File: config.mk
export PLATFORM = sky130hd
export DESIGN_NAME = pll_lock_mgr
export DESIGN_NICKNAME = d
export VERILOG_FILES = /design/src/rtl/pll_lock_pkg.sv /design/src/rtl/sync_2ff.sv /design/src/rtl/pll_lock_mgr.sv
export SDC_FILE = /design/constraint.sdc
export NUM_CORES = 1
export LEC_CHECK = 0
export CAP_MARGIN = 20
export CELL_PAD_IN_SITES_DETAIL_PLACEMENT = 1
export CELL_PAD_IN_SITES_GLOBAL_PLACEMENT = 1
export CORE_UTILIZATION = 46
export DETAILED_ROUTE_END_ITERATION = 6
export GPL_ROUTABILITY_DRIVEN = 0
export GPL_TIMING_DRIVEN = 0
export PLACE_DENSITY = 0.9
export SLEW_MARGIN = 10
export SYNTH_ARGS = -nofsm -noshare
export SYNTH_HDL_FRONTEND = slang
export SYNTH_HIERARCHICAL = 1
export SYNTH_SLANG_ARGS = --single-unit
File: constraint.sdc
create_clock -name clk -period 3.5 [get_ports clk]
set_input_delay 0.35 -clock clk [delete_from_list [all_inputs] [get_ports clk]]
set_output_delay 0.35 -clock clk [all_outputs]
set_load 0.005 [all_outputs]
File: src/rtl/pll_lock_pkg.sv
// Shared types and helpers for the PLL lock manager.
//   state_e   : supervisor FSM states, 3-bit encoding
//   cnt_width : width of the shared state counter, derived from the timing parameters
package pll_lock_pkg;

    typedef enum logic [2:0] {
        StPrst   = 3'd0,
        StWait   = 3'd1,
        StStable = 3'd2,
        StRun    = 3'd3,
        StLost   = 3'd4
    } state_e;

    // The counter only ever holds values 0 .. max-1, so clog2(max) bits suffice.
    // Clamp to 1 bit so a degenerate all-ones parameter set still gives a legal vector.
    function automatic int unsigned cnt_width(input int unsigned rst_cycles,
                                              input int unsigned lock_timeout,
                                              input int unsigned stable_cycles,
                                              input int unsigned loss_filter);
        int unsigned m;
        m = rst_cycles;
        if (lock_timeout > m) m = lock_timeout;
        if (stable_cycles > m) m = stable_cycles;
        if (loss_filter > m) m = loss_filter;
        return (m > 1) ? $clog2(m) : 1;
    endfunction

endpackage

File: src/rtl/sync_2ff.sv
// Generic two-flop synchronizer for single-bit (or independent multi-bit) async inputs.
//   clk_i  : destination clock
//   rst_ni : asynchronous active-low reset, both stages clear to 0
//   d_i    : asynchronous input
//   q_o    : synchronized output, two destination-clock cycles of latency
module sync_2ff #(
    parameter int unsigned Width = 1
) (
    input  logic             clk_i,
    input  logic             rst_ni,
    input  logic [Width-1:0] d_i,
    output logic [Width-1:0] q_o
);

    logic [Width-1:0] meta_q;
    logic [Width-1:0] sync_q;

    always_ff @(posedge clk_i or negedge rst_ni) begin
        if (!rst_ni) begin
            meta_q <= '0;
            sync_q <= '0;
        end else begin
            meta_q <= d_i;
            sync_q <= meta_q;
        end
    end

    assign q_o = sync_q;

endmodule

File: src/rtl/pll_lock_mgr.sv
// PLL lock supervisor on the free-running board clock. Pulses the PLL reset, qualifies the
// asynchronous lock, and releases downstream reset only after lock has been stable.
//   clk        : free-running reference clock
//   rst_n      : asynchronous active-low reset
//   pll_lock   : PLL lock, asynchronous to clk
//   pll_rst    : active-high PLL reset, high only in StPrst
//   sys_rst_n  : active-low reset for PLL-clocked logic, high only in StRun
//   locked     : high only in StRun
//   relock_cnt : saturating count of qualified lock losses
// Build option: define PLL_LOCK_MGR_RELOCK_CNT_EN to build the relock counter; otherwise
// relock_cnt is tied to zero.
module pll_lock_mgr
    import pll_lock_pkg::*;
#(
    parameter int unsigned RST_CYCLES    = 16,
    parameter int unsigned LOCK_TIMEOUT  = 100000,
    parameter int unsigned STABLE_CYCLES = 1024,
    parameter int unsigned LOSS_FILTER   = 4,
    parameter int unsigned CNT_W         = 8
) (
    input  logic             clk,
    input  logic             rst_n,
    input  logic             pll_lock,
    output logic             pll_rst,
    output logic             sys_rst_n,
    output logic             locked,
    output logic [CNT_W-1:0] relock_cnt
);

    localparam int unsigned CntW = cnt_width(RST_CYCLES, LOCK_TIMEOUT, STABLE_CYCLES,
                                             LOSS_FILTER);

    localparam logic [CntW-1:0] RstLast     = CntW'(RST_CYCLES - 1);
    localparam logic [CntW-1:0] TimeoutLast = CntW'(LOCK_TIMEOUT - 1);
    localparam logic [CntW-1:0] StableLast  = CntW'(STABLE_CYCLES - 1);
    localparam logic [CntW-1:0] LossLast    = CntW'(LOSS_FILTER - 1);

    logic            lock_s;
    state_e          state_q;
    logic [CntW-1:0] cnt_q;
    logic            pll_rst_q;
    logic            sys_rst_n_q;
    logic            locked_q;

    sync_2ff #(
        .Width (1)
    ) u_lock_sync (
        .clk_i  (clk),
        .rst_ni (rst_n),
        .d_i    (pll_lock),
        .q_o    (lock_s)
    );

    // Outputs are updated on the same edge as the state so they always match state_q.
    // The counter is cleared on every transition and reused by each state.
    always_ff @(posedge clk or negedge rst_n) begin
        if (!rst_n) begin
            state_q     <= StPrst;
            cnt_q       <= '0;
            pll_rst_q   <= 1'b1;
            sys_rst_n_q <= 1'b0;
            locked_q    <= 1'b0;
        end else begin
            case (state_q)
                StPrst: begin
                    if (cnt_q == RstLast) begin
                        state_q   <= StWait;
                        cnt_q     <= '0;
                        pll_rst_q <= 1'b0;
                    end else begin
                        cnt_q <= cnt_q + CntW'(1);
                    end
                end
                StWait: begin
                    // Lock takes priority over a coincident timeout.
                    if (lock_s) begin
                        state_q <= StStable;
                        cnt_q   <= '0;
                    end else if (cnt_q == TimeoutLast) begin
                        state_q   <= StPrst;
                        cnt_q     <= '0;
                        pll_rst_q <= 1'b1;
                    end else begin
                        cnt_q <= cnt_q + CntW'(1);
                    end
                end
                StStable: begin
                    if (!lock_s) begin
                        state_q <= StWait;
                        cnt_q   <= '0;
                    end else if (cnt_q == StableLast) begin
                        state_q     <= StRun;
                        cnt_q       <= '0;
                        sys_rst_n_q <= 1'b1;
                        locked_q    <= 1'b1;
                    end else begin
                        cnt_q <= cnt_q + CntW'(1);
                    end
                end
                StRun: begin
                    // cnt_q is the loss filter here: any high sample restarts it.
                    if (lock_s) begin
                        cnt_q <= '0;
                    end else if (cnt_q == LossLast) begin
                        state_q     <= StLost;
                        cnt_q       <= '0;
                        sys_rst_n_q <= 1'b0;
                        locked_q    <= 1'b0;
                    end else begin
                        cnt_q <= cnt_q + CntW'(1);
                    end
                end
                StLost: begin
                    state_q   <= StPrst;
                    cnt_q     <= '0;
                    pll_rst_q <= 1'b1;
                end
                default: begin
                    state_q     <= StPrst;
                    cnt_q       <= '0;
                    pll_rst_q   <= 1'b1;
                    sys_rst_n_q <= 1'b0;
                    locked_q    <= 1'b0;
                end
            endcase
        end
    end

`ifdef PLL_LOCK_MGR_RELOCK_CNT_EN
    logic             lost_evt;
    logic [CNT_W-1:0] relock_q;

    // Same condition as the StRun -> StLost transition, so the count is visible in StLost.
    assign lost_evt = (state_q == StRun) && !lock_s && (cnt_q == LossLast);

    always_ff @(posedge clk or negedge rst_n) begin
        if (!rst_n) begin
            relock_q <= '0;
        end else if (lost_evt && (relock_q != '1)) begin
            relock_q <= relock_q + CNT_W'(1);
        end
    end

    assign relock_cnt = relock_q;
`else
    assign relock_cnt = '0;
`endif

    assign pll_rst   = pll_rst_q;
    assign sys_rst_n = sys_rst_n_q;
    assign locked    = locked_q;

endmodule

# After elaboration in Yosys (flattened, before gate mapping)
# Index checks and enable logic that the tools add are counted.
# Widths: inputs -> output; s select.
[op_classes]
n_bitwise = 2
n_eq_ne = 17
mux = 25
n_reduce_logical = 6
n_addsub = 1
[op_table]
columns = ["operator", "n"]
rows = [
  ["$mux 17", 7],
  ["$pmux 17 s4", 1],
  ["$mux 3", 7],
  ["$add 17x1->17 const B", 1],
  ["$eq 17x10->1 const B", 1],
  ["$eq 17x17->1 const B", 1],
  ["$eq 17x2->1 const B", 1],
  ["$eq 17x4->1 const B", 1],
  ["$ne 2x2->1 const B", 6],
  ["$pmux 3 s4", 1],
  ["$reduce_and 5->1", 2],
  ["$mux 1", 7],
  ["$eq 3x2->1 const B", 2],
  ["$pmux 1 s3", 2],
  ["$reduce_and 4->1", 1],
  ["$eq 3x1->1 const B", 1],
  ["$eq 3x3->1 const B", 1],
  ["$logic_not 3->1", 1],
  ["$ne 3x2->1 const B", 1],
  ["$ne 3x3->1 const B", 1],
  ["$reduce_or 3->1", 1],
  ["$ne 2x1->1 const B", 1],
  ["$not 1->1", 2],
  ["$reduce_or 2->1", 1],
]
[totals]
elab_cells = 57
output_inout_bits = 11
regBits = 24

# Depth between registers and ports, before layout
[logic_depth]
word_depth = 4
mapped_depth = 7

# By module
# The synthesis kept the hierarchy.
[modules_own_cells]
columns = ["mod", "instances", "cells_per_inst", "area_per_inst_um2", "seq_area_each_um2"]
rows = [
  ["pll_lock_mgr", 1, 133, 1258.7, 551.8],
  ["sync_2ff", 1, 2, 50.0, 50.0],
]

# Worst setup path after synthesis
# No wires, ideal clock.
[synth_path]
path_kind = "register to register"
from = "register cnt_q[0]"
to = "register cnt_q[11]"
setup_time_ps = 71
arrival_time_ps = 2191
required_time_ps = 3429
n_path_buf = 1
stages_incl_launch_ff = 8
slack_ps = 1237
cell_sequence = "dfrtp_1 ha_1 and3_1 and3_1 a2111oi_0 nor4_4 buf_6 nor2_1"
[synth_between]
elab_chain_len = 4
word_cells_on_any_way = 13
classes_between = "add/sub (1); eq/ne (4); mux (8)"
[synth_rtl]
columns = ["item", "line", "source"]
rows = [
  ["from (decl)", "pll_lock_mgr.sv:40", "logic [CntW-1:0] cnt_q;"],
  ["from (signal assigned)", "pll_lock_mgr.sv:71", "cnt_q <= cnt_q + CntW'(1);"],
  ["from (signal assigned)", "pll_lock_mgr.sv:84", "cnt_q <= cnt_q + CntW'(1);"],
  ["from (signal assigned)", "pll_lock_mgr.sv:97", "cnt_q <= cnt_q + CntW'(1);"],
  ["$add 17x1->17, or another cell as far along", "n/a", ""],
  ["$mux 17 (on tied branches)", "pll_lock_mgr.sv:104, pll_lock_mgr.sv:79, pll_lock_mgr.sv:91", ""],
  ["$mux 17 (on tied branches)", "pll_lock_mgr.sv:102, pll_lock_mgr.sv:76, pll_lock_mgr.sv:88", ""],
  ["$pmux 17 s4 *", "pll_lock_mgr.sv:64", "case (state_q)"],
]
# Every way passes the cells marked *; elsewhere a longest branch is shown, timed or not.
# A chain may end at the register's enable or synchronous reset.

# Final worst setup path
[layout_path]
from = "register cnt_q[0]"
to = "register cnt_q[8]"
# Same word-level chain as after synthesis.

==> results.txt <==
----------------------------------------------------
[Die]
  Die width ... 55.34 microns
  Count of boundary I/O pins ... 14
  Count of standard-cell rows ... 18
  Die Outline Area ... 3063 sq um
  Starting density of the core ... 0.5053
  Core region area ... 2590 sq um
  Die height ... 55.34 microns

[Run status]
  Failing checks ... negative hold slack
  Result of the run ... finished, violations left

[Detailed routing]
  First drt pass iteration count ... 4
  Number of routed nets with antenna violations ... 0
  Via count ... 1,011
  Residual DRC count ... 0
  Sum of routed wire length over all layers ... 2836 microns
  Drt via density ... 5.586
  Iteration-0 DRC count of the detailed router ... 20
  Wire per inst ... 15.67 microns

[Worst setup path]
  Cell-by-cell trace of the critical path ... ha_1, nand4_1, nor3_1, a21oi_1, nor4_4, buf_6, nor2_1
  Critical path arrival ... 2.92 ns
  Number of buffers and inverters on the critical path ... 1
  Crit-path leading delay family ... simple AND/OR/NAND/NOR gates
  Worst Path Required ... 3.72 ns
  Slowest stage delay, CP ... 0.67 ns
  Slack of the worst reg-to-reg path ... 0.80 ns
  Critical path startpoint category ... flop
  Slowest cell on the critical path ... nor3_1
  Worst Path Class, Setup ... reg2reg
  Crit path max fanout ... 10
  Nature of the critical path endpoint ... flop

[STA]
  Setup repair after global routing missed its margin ... no
  Min cycle time layout ... 2.703 ns
  Max Clock Freq ... 0.3700 GHz
  Setup TNS ... 0 ns
  Measured slew at the worst slew-check pin ... 0.9865 ns
  Clock skew ... 0.003687 ns
  Final-report setup violation count ... 0
  Final Hold Viols ... 23
  Max-slew violations ... 0
  Hold_ws ... -0.01028 ns
  Post-route clock period utilization ... 0.7723
  Max_slew headroom ... 0.3253

[CTS]
  Number of post-CTS setup repair buffers ... 0
  Sinks on the clock net ... 24
  Hold-fix buffer count after cts ... 0
  Resized cells post-CTS ... 0
  Clk pin slew, worst setup/hold paths ... 0.14 ns
  Maximum number of buffers from clock root to sink ... 2
  Number of buffers inserted during clock tree synthesis ... 3
  Root buffer cell ... clkbuf_4
  Worst-skew pair later-pin latency ... 0.31 ns
  Clock tree from TritonCTS ... done
  Total number of H-tree levels ... 1

[Logic synthesis]
  Register bit total from synthesis ... 24
  Post-synthesis cell type count ... 31
  Post-synth top area share ... 0.4398
  Syn Inst Count ... 135
  Average footprint of a synthesized cell ... 9.694 sq um
  Top cell types by occurrence after synthesis ... 23 x dfrtp_1, 21 x nor2_1, 10 x xnor2_1
  Dominant cells by area after synthesis ... dfrtp_1 44%, xnor2_1 6.7%, nor2_1 6.0%
  Fraction of the yosys area taken by sequential cells ... 0.4598
  Commonest register cell after synthesis ... dfrtp_1
  Cell type contributing the most total cell area after synthesis ... dfrtp_1
  Synth async-reset ratio ... 1.000
  Library cell with the highest instance count after synthesis ... dfrtp_1
  Number of enable flip-flop cells after synthesis ... 0
  Total number of yosys warnings ... 6
  Post-synth design cell area ... 1309 sq um

[Min path]
  Worst min-delay path category ... in2async

[Final layout]
  Number of filler instances in the final layout ... 306
  Antenna diode count ... 0
  Share of final-layout standard cells stronger than drive strength 1 ... 0.1325
  Area Overhead vs Synth ... 11.09%
  Post-route core utilization ... 0.5614
  Post-layout nets ... 156

[Global route]
  Initial antenna violation count ... 0
  Pin count of the biggest net entering global routing ... 25
  Grt ovf ... 0
  Global-route wire length before repair ... 5092 microns
  Tot GR Track Use ... 0.2061
  Via count of the first global-routing pass ... 1,036

[Power and ir drop]
  Total Power Consumption ... 0.0007476 W
  Total power density per cell area ... 514.2 nW/um^2
  Static leakage ... 0.6501 nW
  Worst vdd ir ... 0.0004251 V

[Placement]
  Count of input and output buffers ... 5
  Half-perimeter wire length after detailed placement ... 1975 microns

[Flow run]
  MaxCap Viol Count ... 0

----------------------------------------------------
[power by group]
group          total [W]  switching [W]  leakage [nW]  internal [W]
clock           0.000151      0.0000875        0.0210     0.0000635
sequential      0.000339      0.0000254         0.321      0.000314
combinational   0.000257       0.000155         0.308      0.000102
total           0.000748       0.000268         0.650      0.000479
[layer usage]
layer / GRT usage / vias to the layer above / share of wire
li1: - / 484 / -
met1: 0.2902 / 512 / 0.47
met2: 0.3339 / 11 / 0.50
met3: 0.02108 / 4 / 0.016
met4: 0.06429 / 0 / 0.012
met5: 0 / - / 0
[cell usage in the layout, fill, tap and decap left out, drive strengths merged]
master and instances:
dfrtp 23, nor2 21, buf 11, xnor2 10, nand3 9, nor3 8
conb 8, nand2 7, clkbuf 7, xor2 6, and3 5, clkdlybuf4s50 4
nand4 3, or3 3, a21oi 3, nor2b 3, a2111oi 3, nor4 2
nand2b 2, and2 2, o21ai 2, or4 1, and4 1, inv 1
a211oi 1, o221ai 1, a221o 1, o211ai 1, ha 1, dfstp 1
[logic make-up (layout without fill, tap and decap cells)]
| kind of cell | Yosys count | after routing | share of synthesized area |
|---|---|---|---|
| other | 1 | 8 | 0.002865 |
| and+or+nand+nor | 67 | 67 | 0.2792 |
| adders and majority gates | 1 | 1 | 0.009559 |
| DFF | 24 | 24 | 0.4598 |
| xor gates and xnor gates | 16 | 16 | 0.1071 |
| buffers and inverters | 14 | 23 | 0.07169 |
| AOI/OAI and AO/OA | 12 | 12 | 0.06979 |
[state kept, by name (all words and copies together) (netlist names)]
register            cells
u_lock_sync/q_o         1
pll_rst                 1
locked                  1
state_q                 3
cnt_q                  17
u_lock_sync/meta_q      1
[per-stage QoR]
stage	instances	worst slack, ns	cell area [sq um]
2_1_floorplan	142	1.237	1335
3_3_place_gp	177	0.8248	1423
3_5_place_dp	177	0.7586	1423
4_1_cts	181	0.7230	1459
5_1_grt	181	0.5143	1454
6_report	181	0.7970	1454
[cell type report]
class / count / area (sq um) / share of cell area
Tap cell: 30 / 37.54 / 0.02582
Timing Repair Buffer: 5 / 45.04 / 0.03098
Sequential cell: 24 / 601.8 / 0.4139
Clock buffer: 4 / 36.28 / 0.02496
Multi-Input combinational cell: 104 / 639.4 / 0.4398
Inverter: 1 / 3.754 / 0.002582
Buffer: 13 / 90.09 / 0.06196
[worst register-to-register path: cells and delay by family (launching register included)]
family,cells,cell delay (ns)
flops,1,0.41
compound gates,1,0.26
buf+inv,1,0.22
fa+ha+maj,1,0.24
simple gates,4,1.47
[path summary, 6_finish.rpt]
kind | cells past startpoint | start | to
max in group asynchronous | 1 | rst_n | pll_rst
min | 1 | rst_n | state_q[0]
max reg2reg | 7 | cnt_q[0] | cnt_q[8]
min reg2reg | 0 | u_lock_sync/meta_q | u_lock_sync/q_o
min in group clk | 0 | u_lock_sync/meta_q | u_lock_sync/q_o
max | 7 | cnt_q[0] | cnt_q[8]
No activity file was read; power rests on OpenSTA's default activity.
